$ cat config.mk
export PLATFORM = sky130hd
export DESIGN_NAME = vga_timing_gen
export DESIGN_NICKNAME = d
export VERILOG_FILES = /design/src/rtl/vga_timing_gen.sv
export SDC_FILE = /design/constraint.sdc
export NUM_CORES = 1
export LEC_CHECK = 0
export BUFFER_PORTS_ARGS = -buffer_cell sky130_fd_sc_hd__buf_4
export CAP_MARGIN = 10
export CORE_MARGIN = 2
export CORE_UTILIZATION = 45
export CTS_BUF_LIST = sky130_fd_sc_hd__clkbuf_8
export CTS_CLUSTER_DIAMETER = 30
export DETAILED_ROUTE_END_ITERATION = 8
export GPL_TIMING_DRIVEN = 0
export PLACE_DENSITY = 0.71
export SLEW_MARGIN = 20
export SYNTH_ARGS = -nofsm -noshare
export SYNTH_HDL_FRONTEND = slang
export SYNTH_SLANG_ARGS = --single-unit
export TNS_END_PERCENT = 10
$ cat constraint.sdc
create_clock -name clock -period 5.2 [get_ports clock]
set_input_delay 0.26 -clock clock [delete_from_list [all_inputs] [get_ports clock]]
set_output_delay 0.26 -clock clock [all_outputs]
set_load 0.01 [all_outputs]
$ cat src/rtl/vga_timing_gen.sv
// vga_timing_gen: programmable raster timing generator with pattern source.
// Three-stage datapath: stage 0 raster counters, stage 1 request/coordinate
// registers, stage 2 aligned sync/video outputs. Optional feature macro
// VGA_FRAME_CNT_EN adds a 16-bit frameCount output and scrolls the
// checkerboard horizontally by one pixel per frame.
module vga_timing_gen #(
  parameter int   H_ACTIVE   = 640,
  parameter int   H_FP       = 16,
  parameter int   H_SYNC     = 96,
  parameter int   H_BP       = 48,
  parameter int   V_ACTIVE   = 480,
  parameter int   V_FP       = 10,
  parameter int   V_SYNC     = 2,
  parameter int   V_BP       = 33,
  parameter logic HS_POL     = 1'b0,
  parameter logic VS_POL     = 1'b0,
  parameter int   CW         = 11,
  parameter int   CHECK_LOG2 = 5
) (
  input  logic          clock,
  input  logic          reset,
  input  logic [1:0]    mode,
  input  logic [23:0]   solidColor,
  input  logic [23:0]   pixelIn,
  output logic          pixelReq,
  output logic [CW-1:0] reqX,
  output logic [CW-1:0] reqY,
  output logic          hsync,
  output logic          vsync,
  output logic          dataEnable,
  output logic [CW-1:0] pixelX,
  output logic [CW-1:0] pixelY,
  output logic          frameStart,
  output logic          lineStart,
`ifdef VGA_FRAME_CNT_EN
  output logic [15:0]   frameCount,
`endif
  output logic [23:0]   RGBchannel
);

  localparam int H_TOTAL = H_ACTIVE + H_FP + H_SYNC + H_BP;
  localparam int V_TOTAL = V_ACTIVE + V_FP + V_SYNC + V_BP;
  localparam int BAR_W   = H_ACTIVE / 8;

  localparam logic [CW-1:0] H_LAST   = CW'(H_TOTAL - 1);
  localparam logic [CW-1:0] V_LAST   = CW'(V_TOTAL - 1);
  localparam logic [CW-1:0] H_ACT    = CW'(H_ACTIVE);
  localparam logic [CW-1:0] V_ACT    = CW'(V_ACTIVE);
  localparam logic [CW-1:0] HS_FIRST = CW'(H_ACTIVE + H_FP);
  localparam logic [CW-1:0] HS_LAST  = CW'(H_ACTIVE + H_FP + H_SYNC - 1);
  localparam logic [CW-1:0] VS_FIRST = CW'(V_ACTIVE + V_FP);
  localparam logic [CW-1:0] VS_LAST  = CW'(V_ACTIVE + V_FP + V_SYNC - 1);
  localparam logic [CW-1:0] BAR_LAST = CW'(BAR_W - 1);

  // Colour bar palette, left to right.
  function automatic logic [23:0] bar_rgb(input logic [2:0] idx);
    case (idx)
      3'd0:    bar_rgb = 24'hFFFFFF;
      3'd1:    bar_rgb = 24'hFFFF00;
      3'd2:    bar_rgb = 24'h00FFFF;
      3'd3:    bar_rgb = 24'h00FF00;
      3'd4:    bar_rgb = 24'hFF00FF;
      3'd5:    bar_rgb = 24'hFF0000;
      3'd6:    bar_rgb = 24'h0000FF;
      default: bar_rgb = 24'h000000;
    endcase
  endfunction

  // Source mux; blanking always forces black.
  function automatic logic [23:0] sel_rgb(input logic active, input logic [1:0] m,
                                          input logic [2:0] bar, input logic chk,
                                          input logic [23:0] solid, input logic [23:0] ext);
    if (!active)
      sel_rgb = 24'h000000;
    else begin
      case (m)
        2'd0:    sel_rgb = solid;
        2'd1:    sel_rgb = bar_rgb(bar);
        2'd2:    sel_rgb = chk ? 24'h000000 : 24'hFFFFFF;
        default: sel_rgb = ext;
      endcase
    end
  endfunction

  logic [CW-1:0] h_p0, v_p0;
  logic [1:0]    mode_p0;
  logic          active_p0;
  logic [CW-1:0] chk_x_p0;

  logic          de_p1, frm_p1, line_p1, chk_p1;
  logic [1:0]    mode_p1;
  logic [2:0]    bar_idx_p1;
  logic [CW-1:0] bar_cnt_p1;

  assign active_p0 = (h_p0 < H_ACT) && (v_p0 < V_ACT);

  // Stage 0: raster counters; source mode only changes on the wrap to (0,0).
  always_ff @(posedge clock) begin
    if (reset) begin
      h_p0    <= '0;
      v_p0    <= '0;
      mode_p0 <= mode;
    end else if (h_p0 == H_LAST) begin
      h_p0 <= '0;
      if (v_p0 == V_LAST) begin
        v_p0    <= '0;
        mode_p0 <= mode;
      end else begin
        v_p0 <= v_p0 + 1'b1;
      end
    end else begin
      h_p0 <= h_p0 + 1'b1;
    end
  end

`ifdef VGA_FRAME_CNT_EN
  logic [15:0] fcnt_p0;
  assign frameCount = fcnt_p0;
  assign chk_x_p0   = h_p0 + CW'(fcnt_p0);

  // Stage 0: frame counter, advancing together with the raster wrap.
  always_ff @(posedge clock) begin
    if (reset)
      fcnt_p0 <= '0;
    else if ((h_p0 == H_LAST) && (v_p0 == V_LAST))
      fcnt_p0 <= fcnt_p0 + 1'b1;
  end
`else
  assign chk_x_p0 = h_p0;
`endif

  // Stage 1: request, coordinates and line/frame markers (flushed by reset).
  always_ff @(posedge clock) begin
    if (reset) begin
      reqX     <= '0;
      reqY     <= '0;
      pixelReq <= 1'b0;
      de_p1    <= 1'b0;
      frm_p1   <= 1'b0;
      line_p1  <= 1'b0;
    end else begin
      reqX     <= h_p0;
      reqY     <= v_p0;
      pixelReq <= active_p0 && (mode_p0 == 2'd3);
      de_p1    <= active_p0;
      frm_p1   <= (h_p0 == '0) && (v_p0 == '0);
      line_p1  <= (h_p0 == '0);
    end
  end

  // Stage 1: pattern state; bar index steps by counting, last bar absorbs the remainder.
  always_ff @(posedge clock) begin
    mode_p1 <= mode_p0;
    chk_p1  <= chk_x_p0[CHECK_LOG2] ^ v_p0[CHECK_LOG2];
    if (h_p0 == '0) begin
      bar_cnt_p1 <= '0;
      bar_idx_p1 <= '0;
    end else if ((bar_cnt_p1 == BAR_LAST) && (bar_idx_p1 != 3'd7)) begin
      bar_cnt_p1 <= '0;
      bar_idx_p1 <= bar_idx_p1 + 3'd1;
    end else begin
      bar_cnt_p1 <= bar_cnt_p1 + 1'b1;
    end
  end

  // Stage 2: aligned syncs, markers, coordinates and pixel data.
  always_ff @(posedge clock) begin
    if (reset) begin
      hsync      <= ~HS_POL;
      vsync      <= ~VS_POL;
      dataEnable <= 1'b0;
      pixelX     <= '0;
      pixelY     <= '0;
      frameStart <= 1'b0;
      lineStart  <= 1'b0;
      RGBchannel <= 24'h000000;
    end else begin
      hsync      <= ((reqX >= HS_FIRST) && (reqX <= HS_LAST)) ? HS_POL : ~HS_POL;
      vsync      <= ((reqY >= VS_FIRST) && (reqY <= VS_LAST)) ? VS_POL : ~VS_POL;
      dataEnable <= de_p1;
      pixelX     <= reqX;
      pixelY     <= reqY;
      frameStart <= frm_p1;
      lineStart  <= line_p1;
      RGBchannel <= sel_rgb(de_p1, mode_p1, bar_idx_p1, chk_p1, solidColor, pixelIn);
    end
  end

endmodule

# Word-level counts from Yosys, hierarchy flattened
# Cells that the tools add are included.
[word_totals]
elab_cells = 71
output_inout_bits = 74
register_bits = 118
in_bits = 52
[classes]
n_eq_ne = 13
add_sub_neg = 4
reduce_logical = 16
n_mux = 9
n_lt_le_gt_ge = 6
bitwise_logic = 2
[op_table]
columns = ["op", "count"]
rows = [
  ["$pmux W24 S7", 1],
  ["$pmux W24 S3", 1],
  ["$add A11 B1 Y11 const B", 3],
  ["$mux W24", 1],
  ["$eq A11 B10 Y1 const B", 2],
  ["$logic_not A11 Y1", 2],
  ["$eq A11 B7 Y1 const B", 1],
  ["$ge A11 B10 Y1 const B", 1],
  ["$ge A11 B9 Y1 const B", 1],
  ["$le A11 B10 Y1 const B", 1],
  ["$le A11 B9 Y1 const B", 1],
  ["$lt A11 B10 Y1 const B", 1],
  ["$lt A11 B9 Y1 const B", 1],
  ["$mux W11", 1],
  ["$eq A3 B3 Y1 const B", 3],
  ["$eq A3 B2 Y1 const B", 2],
  ["$logic_and A1 B1 Y1", 6],
  ["$mux W2", 3],
  ["$reduce_or A2 Y1", 3],
  ["$eq A2 B2 Y1 const B", 2],
  ["$reduce_bool A2 Y1", 2],
  ["$add A3 B1 Y3 const B", 1],
  ["$eq A3 B1 Y1 const B", 1],
  ["$logic_not A3 Y1", 1],
  ["7 further kinds", 8],
]

# Logic depth before layout (Yosys ltp)
# Gate-level depths: netlist (run 1).
[depth]
word_depth = 4
ltp_mapped = 7
ltp_nobuf = 6

# Least setup slack after synthesis (run 1)
# Ideal clock, no wire load.
[synth_timing]
kind = "reg2reg"
startpoint = "reg h_p0[5], in the netlist chk_x_p0[5]"
endpoint = "reg v_p0[7]"
setup_ns = 0.071
t_arrival_ns = 2.014
stages_incl_launch_ff = 6
t_required_ns = 5.129
n_path_buf = 1
path_slack_ns = 3.115
synth_period_minus_slack_ns = 2.085
cell_sequence = "dfxtp_1 > or4_4 > buf_6 > or4_4 > or3_1 > a21oi_1"
[synth_between]
elab_chain_cells = 1
[synth_rtl]
columns = ["item", "line_no", "rtl"]
rows = [
  ["from (decl)", "85", "logic [CW-1:0] h_p0, v_p0;"],
  ["from (signal assigned)", "112", "h_p0 <= h_p0 + 1'b1;"],
  ["$eq A11 B10 Y1", "103", "end else if (h_p0 == H_LAST) begin"],
  ["to (signal assigned)", "109", "v_p0 <= v_p0 + 1'b1;"],
  ["to (decl)", "85", ""],
]
# Every way passes these cells.
# A chain may end at the register's enable or synchronous reset.

# Final worst setup path (run 1)
[layout_timing]
startpoint = "reg h_p0[8], in the netlist chk_x_p0[8]"
endpoint = "reg mode_p0[1] (enable)"
[layout_between]
elab_chain_cells = 3
[layout_rtl]
columns = ["item", "line_no", "rtl"]
rows = [
  ["$eq A11 B10 Y1", "103", ""],
  ["$reduce_bool A2 Y1 (no line)", "-", ""],
  ["$reduce_and A2 Y1 (no line)", "-", ""],
  ["to (signal assigned)", "102", "mode_p0 <= mode;"],
  ["to (signal assigned)", "107", "mode_p0 <= mode;"],
  ["to (decl)", "86", "logic [1:0] mode_p0;"],
]
# Every way passes these cells.

==> results of run 1 <==
==> final timing paths <==
check	to	slack [ns]	depth (start not counted)
max	mode_p0[1]	2.89	3
min	RGBchannel[17]	0.13	3
max reg2reg	mode_p0[1]	2.89	3
min reg2reg	mode_p1[0]	0.38	0
==> cells in the mapped netlist (3+ instances only) <==
cell	number
nor2b_1	45
nand2_1	12
nand4_1	8
or3_1	4
dfxtp_1	116
ha_1	11
xnor2_1	17
xor2_1	8
and4_1	3
nor2_1	48
a22o_1	8
inv_1	29
a21oi_1	29
a21boi_0	16
nor4_1	7
nand3_1	12
and3_1	5
nor3_1	8
o21ai_0	26
clkbuf_1	19
==> stage by stage <==
stage,util [%],setup WS [ns]
2_1_floorplan,-,3.12
3_3_place_gp,57.3,2.91
3_5_place_dp,57.3,2.89
4_1_cts,61.9,2.85
5_1_grt,61.9,2.68
6_report,61.9,2.89
==> tightest hold or removal path, cell delays in order <==
cell,delay [ns]
buf_4,0.08
a21oi_1,0.05
o21ai_1,0.13
==> state kept, by name (all words and copies together), names as in the netlist, 2 cells and up <==
| signal | flops |
|---|---|
| reqY | 11 |
| bar_cnt_p1 | 11 |
| pixelX | 11 |
| chk_x_p0 | 11 |
| mode_p0 | 2 |
| bar_idx_p1 | 3 |
| RGBchannel | 24 |
| pixelY | 11 |
| mode_p1 | 2 |
| reqX | 11 |
| v_p0 | 11 |
==> what timing repair did <==
item                      in CTS  in global routing
hold buffers                   2                  0
resized for setup              0                  0
hold endpoints to repair       2                  0
==> routing by layer <==
layer	vias to the layer above	GRT usage, %
li1	1848	-
met4	0	9.01
met2	96	30.7
met5	-	0
met1	1664	22.5
met3	14	4.68
==> kinds of logic after synthesis <==
family / count (synthesis) / share of synthesized area, %
compound gates: 87 / 12.1
xor+xnor: 25 / 4.95
fa+ha+maj: 11 / 3.11
buf+inv: 53 / 5.01
flops: 118 / 53.9
mux: 2 / 0.481
simple gates: 166 / 20.5
==> layout make-up <==
cell class	instances	area, µm²
tap	133	166
fill	845	3670
timing repair buffer	127	958
sequential	118	2380
multi-input combinational	291	1820
clock inverter	14	175
inverter	29	109
clock buffer	18	248
buffer	24	113
==> power by group <==
part           switching (W)  internal, W
clock               0.000378     0.000491
sequential         0.0000131     0.000936
combinational      0.0000712    0.0000760
==> flow_summary.yaml, run 1 <==
drt:
  routedWlPerCell_um: 12.9
  drtPass1Iterations: 4
  drtAntennaViolNets: 0
  wl_met3_um: 446
  met1Wirelength_mm: 4.27
  via_count: 3622
  top_layer_used: "met4"
  routed_via_density: 4.80
  wl_met2_mm: 4.81
  drcViolationCount: 0
  drt_iter0_markers: 112
  wirelength_mm: 9.69
global_routing:
  grt_pass1_wl_mm: 15.2
  grt_pass1_vias: 3314
  antenna_found_initial: 0
  grt_max_degree: 17
  grt_util_all_layers_pct: 18.5
  grt_overflow: 0
setup_path:
  crit_required_ns: 5.24
  critPathKind: "reg -> reg"
  worst-path-buf-inv: 1
  path_max_fanout: 9
  worstSetupEndpointType: "register"
  cp_cell_sequence: "clkdlybuf4s50_2 > nand2_1 > o41ai_2"
  critPathLaunch: "chk_x_p0[8]"
  slowest_stage: "o41ai_2"
  cpPeakStageDelay_ns: 0.87
  arrival_ns: 2.35
  r2r-start: "chk_x_p0[8]"
  cp_top_family: "compound AO/OA/AOI/OAI gates"
  start_kind: "register"
timing:
  post-route-period-util_pct: 44.4
  rsz0062_at_grt: "false"
  clock.fmax_mhz: 433
  holdWs_ns: 0.132
  slew_headroom_pct: 38.9
  fin_crit_ns: 2.31
  setup_viol: 0
  setup_tns_ns: 0
  hold_violations: 0
  clock-skew-final_ns: 0.00778
  worst_slew_pin_slew_ns: 0.906
  drv_slew: 0
placed_design:
  place_area_um2: 5530
  place_inst: 720
  place.gp.congestion: 0.808
  port_buffers: 125
  dp_hpwl_mm: 7.10
synth:
  yosysTopAreaCell: "dfxtp_1"
  syn-instance-count: 462
  ys_warn_count: 0
  synth_edf_count: 2
  netlist_area_um2: 4420
  synth_nets: 525
  postSynthAreaPerCell_um2: 9.57
  synth-main-ff-cell: "dfxtp_1"
  ys_seq_area_share_pct: 53.9
  synthArstFlopShare_pct: 0
  synth.area.top_cells: "dfxtp_1 53%, nor2b_1 6.4%, nor2_1 4.1%"
  synth.top_cell.area_share_pct: 52.5
  ys_seq_elements: 118
  ys_types: 45
finish:
  nNetsFinal: 671
  stdcell_area_um2: 5970
  syn2layout_area_growth_pct: 35.0
  drive_gt1_share_pct: 27.2
  final_cell_mix: "127 x buf_4, 116 x dfxtp_1, 48 x nor2_1"
  fin_cells: 754
  final_common_cell: "buf_4"
  antenna_cells: 0
floorplanning:
  core_um2: 9640
  num_io_pins: 126
  row_count: 36
  die_x_um: 103
  die_area_um2: 10600
  fp.dieH_um: 103
  initial_core_util_pct: 45.9
clock_tree:
  clockBufferDepth: 2
  cts_made_buffers: 17
  post_cts_buffers: 0
  clkSinkCount: 118
  htree_num_levels: 4
  cts.reportedPaths.clkPinSlew_ns: 0.07
  clock_latency_ns: 0.42
  cts_tree: "yes"
  clockRootBuffer: "clkbuf_8"
pwr:
  total_power_w: 0.00197
  vdd_ir_drop_max_mv: 0.175
  p_per_area_nw_per_um2: 329
  power.static_leakage_nw: 2.60
job:
  drv_cap: 0
outcome:
  status: "finished, final reports clean"
worst_hold_path:
  hp-class: "in -> reg"
  hold_start: "solidColor[17]"
Note: power is estimated with default switching activity, not from simulation.
==> run 2: changes to the inputs <==
--- a/config.mk
+++ b/config.mk
@@ -13,7 +13,7 @@
 export CTS_CLUSTER_DIAMETER = 30
 export DETAILED_ROUTE_END_ITERATION = 8
 export GPL_TIMING_DRIVEN = 0
-export PLACE_DENSITY = 0.71
+export PLACE_DENSITY = 0.73
 export SLEW_MARGIN = 20
 export SYNTH_ARGS = -nofsm -noshare
 export SYNTH_HDL_FRONTEND = slang
==> constraint.sdc (replaced) <==
create_clock -name clock -period 2.1 [get_ports clock]
set_input_delay 0.105 -clock clock [delete_from_list [all_inputs] [get_ports clock]]
set_output_delay 0.105 -clock clock [all_outputs]
set_load 0.01 [all_outputs]
==> run 2 against run 1 <==
Combinational power increased to 2.9 times the previous value. Global-route usage increased by 2.0 points. Register-to-register slack got worse by 2.9 ns. Fmax increased by 11%. Via count increased by 6.0%. Clock-buffer cell count decreased by 1. Hold slack got worse by 0.11 ns. Die area unchanged. First-iteration DRC count increased by 21%.
==> flow_summary.yaml, run 2 (same netlist as run 1, synthesis figures left out) <==
timing:
  slew_headroom_pct: 45.8
  holdWs_ns: 0.0223
  clock-skew-final_ns: 0.00860
  drv_slew: 0
  setup_viol: 0
  hold_violations: 0
  fin_crit_ns: 2.09
  clock.fmax_mhz: 479
  worst_slew_pin_slew_ns: 0.812
  rsz0062_at_grt: "true"
  post-route-period-util_pct: 99.5
  setup_tns_ns: 0
floorplanning:
  initial_core_util_pct: 45.9
  die_area_um2: 10600
  num_io_pins: 126
  fp.dieH_um: 103
  die_x_um: 103
  core_um2: 9640
  row_count: 36
setup_path:
  critPathLaunch: "chk_x_p0[5]"
  worstSetupEndpointType: "register"
  start_kind: "register"
  critPathKind: "reg -> reg"
  arrival_ns: 2.44
  crit_required_ns: 2.45
  r2r-start: "chk_x_p0[5]"
  path_max_fanout: 9
finish:
  drive_gt1_share_pct: 27.9
  largest_reg_flops: 24
  final_cell_mix: "127 x buf_4, 113 x dfxtp_1, 48 x nor2_1"
  antenna_cells: 0
  nNetsFinal: 698
  top_register: "RGBchannel"
  syn2layout_area_growth_pct: 42.8
  final_common_cell: "buf_4"
worst_hold_path:
  hp-class: "in -> reg"
  hold_start: "pixelIn[14]"
global_routing:
  antenna_found_initial: 0
  grt_max_degree: 17
  grt_pass1_wl_mm: 17.0
  grt_overflow: 0
  grt_pass1_vias: 3688
  grt_util_all_layers_pct: 20.5
clock_tree:
  cts_tree: "yes"
  clockRootBuffer: "clkbuf_8"
  cts.reportedPaths.clkPinSlew_ns: 0.07
  clock_latency_ns: 0.42
  clkSinkCount: 118
  clockBufferDepth: 2
  htree_num_levels: 4
  cts_made_buffers: 17
job:
  drv_cap: 0
pwr:
  vdd_ir_drop_max_mv: 0.589
  p_per_area_nw_per_um2: 794
  total_power_w: 0.00502
  power.static_leakage_nw: 2.77
drt:
  drtAntennaViolNets: 0
  routed_via_density: 4.92
  drcViolationCount: 0
  drt_iter0_markers: 136
  drtPass1Iterations: 5
  via_count: 3839
  wirelength_mm: 10.7
  routedWlPerCell_um: 13.7
placed_design:
  dp_hpwl_mm: 7.16
  place.gp.congestion: 0.836
  port_buffers: 125
outcome:
  status: "finished, final reports clean"
-- run 2: worst paths after layout --
kind              cells after the start  slack (ns)             end
setup / recovery                      5        0.01         v_p0[9]
hold / removal                        3        0.02  RGBchannel[14]
setup reg to reg                      5        0.01         v_p0[9]
hold reg to reg                       0        0.37      mode_p1[1]
-- run 2: stage by stage --
step	util (%)	instance area, µm²	worst slack [ns]	std cells
global placement	57.3	5530	-0.181	720
CTS	65.4	6310	0.0105	781
detailed placement	57.3	5530	-0.191	720
finish	65.5	6320	0.0111	781
global route	65.5	6320	-0.0823	781
floorplan	-	4420	0.0154	462
-- run 2: layer usage --
metal | vias up | GRT usage, % | share of wire [%]
li1 | 1901 | - | -
met1 | 1784 | 24.3 | 43
met2 | 125 | 35.3 | 50
met3 | 29 | 5.56 | 5.1
met4 | 0 | 8.20 | 2.4
met5 | - | 0 | 0
-- run 2: final cells by class --
cell class	instances	area (µm²)
plain buffers	24	126
clock buffers	17	234
clock inverters	15	203
fillers	775	3320
inverters	29	109
multi-input cells	291	1860
flip-flops and latches	118	2390
well taps	133	166
repair buffers	154	1230
-- run 2: where the power goes --
part	internal (W)	switching [W]	total [W]
Clock	0.00130	0.000938	0.00224
Sequential	0.00232	0.0000360	0.00235
Combinational	0.000226	0.000198	0.000424
-- run 2: timing repair --
| action | in CTS | in global routing |
|---|---|---|
| pin swaps | 2 | 1 |
| resized for setup | 14 | 9 |
| endpoints found under the setup margin | 31 | 31 |
| endpoints found under the hold margin | 16 | 0 |
| cloned | 0 | 0 |
| hold buffers | 29 | 0 |
| setup buffers | 0 | 0 |
-- run 2: critical path, cell delays in order (launching register included) --
cell	delay [ns]
dfxtp_4	0.38
or4_4	0.53
buf_6	0.16
or4_4	0.45
or3_1	0.36
a21oi_1	0.13
==> run 3: changes to the inputs <==
--- a/config.mk
+++ b/config.mk
@@ -5,6 +5,7 @@
 export SDC_FILE = /design/constraint.sdc
 export NUM_CORES = 1
 export LEC_CHECK = 0
+export ABC_AREA = 1
 export BUFFER_PORTS_ARGS = -buffer_cell sky130_fd_sc_hd__buf_4
 export CAP_MARGIN = 10
 export CORE_MARGIN = 2
==> run 3 against run 2 <==
Cell count is 19% higher. Hold slack gained 0.0039 ns. Non-clock buffer count decreased by 2. Combinational power decreased by 6.6%. Global-route usage increased by 1.8 points. Critical path depth rose by 1. Final area grew 2.6%. Setup slack gained 0.33 ns. Synthesized cell count rose by 30%.
==> flow_summary.yaml, run 3 <==
clock_tree:
  clockRootBuffer: "clkbuf_8"
  cts.reportedPaths.clkPinSlew_ns: 0.07
  cts_tree: "yes"
  cts.repair.resized: 0
  cts_made_buffers: 17
  htree_num_levels: 4
  clkSinkCount: 118
  clock_latency_ns: 0.41
  clockBufferDepth: 2
global_routing:
  grt_max_degree: 17
  antenna_found_initial: 0
  grt_pass1_wl_mm: 19.7
  grt_pass1_vias: 4269
  grt_util_all_layers_pct: 22.3
  grt_overflow: 0
pwr:
  vdd_ir_drop_max_mv: 0.399
  p_per_area_nw_per_um2: 715
  power.static_leakage_nw: 3.02
floorplanning:
  row_count: 37
  die_x_um: 105
  fp.dieH_um: 105
  initial_core_util_pct: 45.7
  core_um2: 10100
  die_area_um2: 11100
  num_io_pins: 126
drt:
  drt_iter0_markers: 272
  drtPass1Iterations: 5
  drtAntennaViolNets: 0
  routedWlPerCell_um: 13.0
  wl_met2_mm: 5.98
  routed_via_density: 4.84
  via_count: 4503
  wirelength_mm: 12.1
  top_layer_used: "met4"
  wl_met3_um: 764
  drcViolationCount: 0
  met1Wirelength_mm: 5.13
setup_path:
  r2r_slack_ns: 0.34
  crit_required_ns: 2.33
  worst_r2r_endpoint: "RGBchannel[5]"
  ff2ff_path_depth: 6
  worstSetupEndpointType: "register"
  start_kind: "register"
  r2r-start: "bar_idx_p1[0]"
  path_max_fanout: 8
  critPathLaunch: "bar_idx_p1[0]"
  arrival_ns: 2.00
  critPathKind: "reg -> reg"
finish:
  syn2layout_area_growth_pct: 39.9
  stdcell_area_um2: 6480
  largest_reg_flops: 24
  fin_util_pct: 63.9
  drive_gt1_share_pct: 23.7
  final_common_cell: "nand2_1"
  top_register: "RGBchannel"
  fillers: 868
  nNetsFinal: 844
  antenna_cells: 0
  final_cell_mix: "128 x nand2_1, 125 x buf_4, 116 x dfxtp_1"
worst_hold_path:
  holdPathStages: 5
  hold_start: "solidColor[18]"
  min_to: "RGBchannel[18]"
  hp-class: "in -> reg"
timing:
  fin_ws_ns: 0.337
  post-route-period-util_pct: 83.9
  rsz0062_at_grt: "false"
  fin_crit_ns: 1.76
  clock-skew-final_ns: 0.00537
  clock.fmax_mhz: 567
  drv_slew: 0
  setup_tns_ns: 0
  setup_viol: 0
  hold_violations: 0
  worst_slew_pin_slew_ns: 0.672
  slew_headroom_pct: 55.2
synth:
  synth_most_common_cell: "nand2_1"
  synth_nets: 663
  netlist_area_um2: 4630
  syn-instance-count: 600
  synth_edf_count: 2
  ys_seq_elements: 118
  synth.top_cell.area_share_pct: 50.1
  ys_warn_count: 0
  ys_types: 35
  synthTopCellsByCount: "128 x nand2_1, 116 x dfxtp_1, 98 x nor2_1, 95 x inv_1, 30 x nand4_1"
  synth.area.top_cells: "dfxtp_1 50%, nand2_1 10%, nor2_1 7.9%"
  postSynthAreaPerCell_um2: 7.72
  yosysTopAreaCell: "dfxtp_1"
  synthArstFlopShare_pct: 0
  ys_seq_area_share_pct: 51.4
  synth-main-ff-cell: "dfxtp_1"
placed_design:
  dp_hpwl_mm: 8.62
  place_area_um2: 5730
  place.gp.congestion: 0.924
  pre_cts_ws_ns: 0.427
  port_buffers: 124
job:
  drv_cap: 0
outcome:
  status: "finished, final reports clean"
run 3: cell count changes in the layout (fill, tap and decap cells not counted), moves of 8 or more:
cell / before / now
a21boi_0: 16 / 0
a21oi_1: 29 / 11
a22o_1: 8 / 0
a31oi_1: 0 / 8
clkbuf_1: 14 / 5
dlygate4sd3_1: 29 / 38
inv_1: 30 / 99
nand2_1: 11 / 128
nand3_1: 12 / 29
nand4_1: 8 / 30
nor2_1: 48 / 98
nor2b_1: 45 / 0
o21ai_0: 26 / 9
xnor2_1: 17 / 2
run 3: layer usage:
layer,up-vias,track usage (%)
met2,186,38.7
met3,23,6.31
li1,2243,-
met4,0,8.86
met1,2051,25.8
met5,-,0
run 3: logic make-up (layout without fill, tap and decap cells):
kind of cell,Yosys count,in the layout,share of synthesized area [%]
AND/OR/NAND/NOR,314,314,30.2
flip-flops,118,118,51.4
AO/OA/AOI/OAI,38,38,5.05
adder cells (fa/ha/maj),11,11,2.97
XOR/XNOR,3,3,0.567
buffers and inverters,116,310,9.83
run 3: final cells by class:
class	count	area, µm²	area share, %
flip-flops and latches	118	2380	36.7
multi-input cells	366	1800	27.7
repair buffers	162	1310	20.2
inverters	102	383	5.91
clock buffers	18	248	3.82
well taps	136	170	2.62
clock inverters	14	120	1.85
plain buffers	14	72.6	1.12
run 3: worst max-delay path by stage:
stage,endpoint,cells after the start
global placement,RGBchannel[0],6
global route,RGBchannel[5],6
finish,RGBchannel[5],6
floorplan,RGBchannel[10],8
detailed placement,RGBchannel[0],6
CTS,RGBchannel[0],6
run 3: critical path, stage by stage, from the launching register on:
cell	delay, ns
dfxtp_1	0.38
inv_1	0.10
ha_1	0.21
inv_1	0.07
nand2_1	0.05
a21oi_1	0.55
a31oi_1	0.24
run 3: where the power goes:
part	internal (W)	switching, W	total [W]	leakage [nW]
clock	0.00105	0.000842	0.00190	0.203
combinational	0.000203	0.000193	0.000396	1.85
sequential	0.00231	0.0000362	0.00234	0.961
total	0.00356	0.00107	0.00463	3.02
run 3: repair_timing:
action                                 4_1_cts  5_1_grt
endpoints found under the hold margin       23        0
hold buffers                                38        0
buffers inserted                             0        0
run 3: through the flow:
step	power [W]	hold slack (ns)	instances
after floorplan	0.00255	0.204	600
after global placement	0.00271	0.286	860
after detailed placement	0.00272	0.285	860
after CTS	0.00467	0.000270	930
after global routing	0.00482	0.0128	930
final	0.00463	0.0262	930
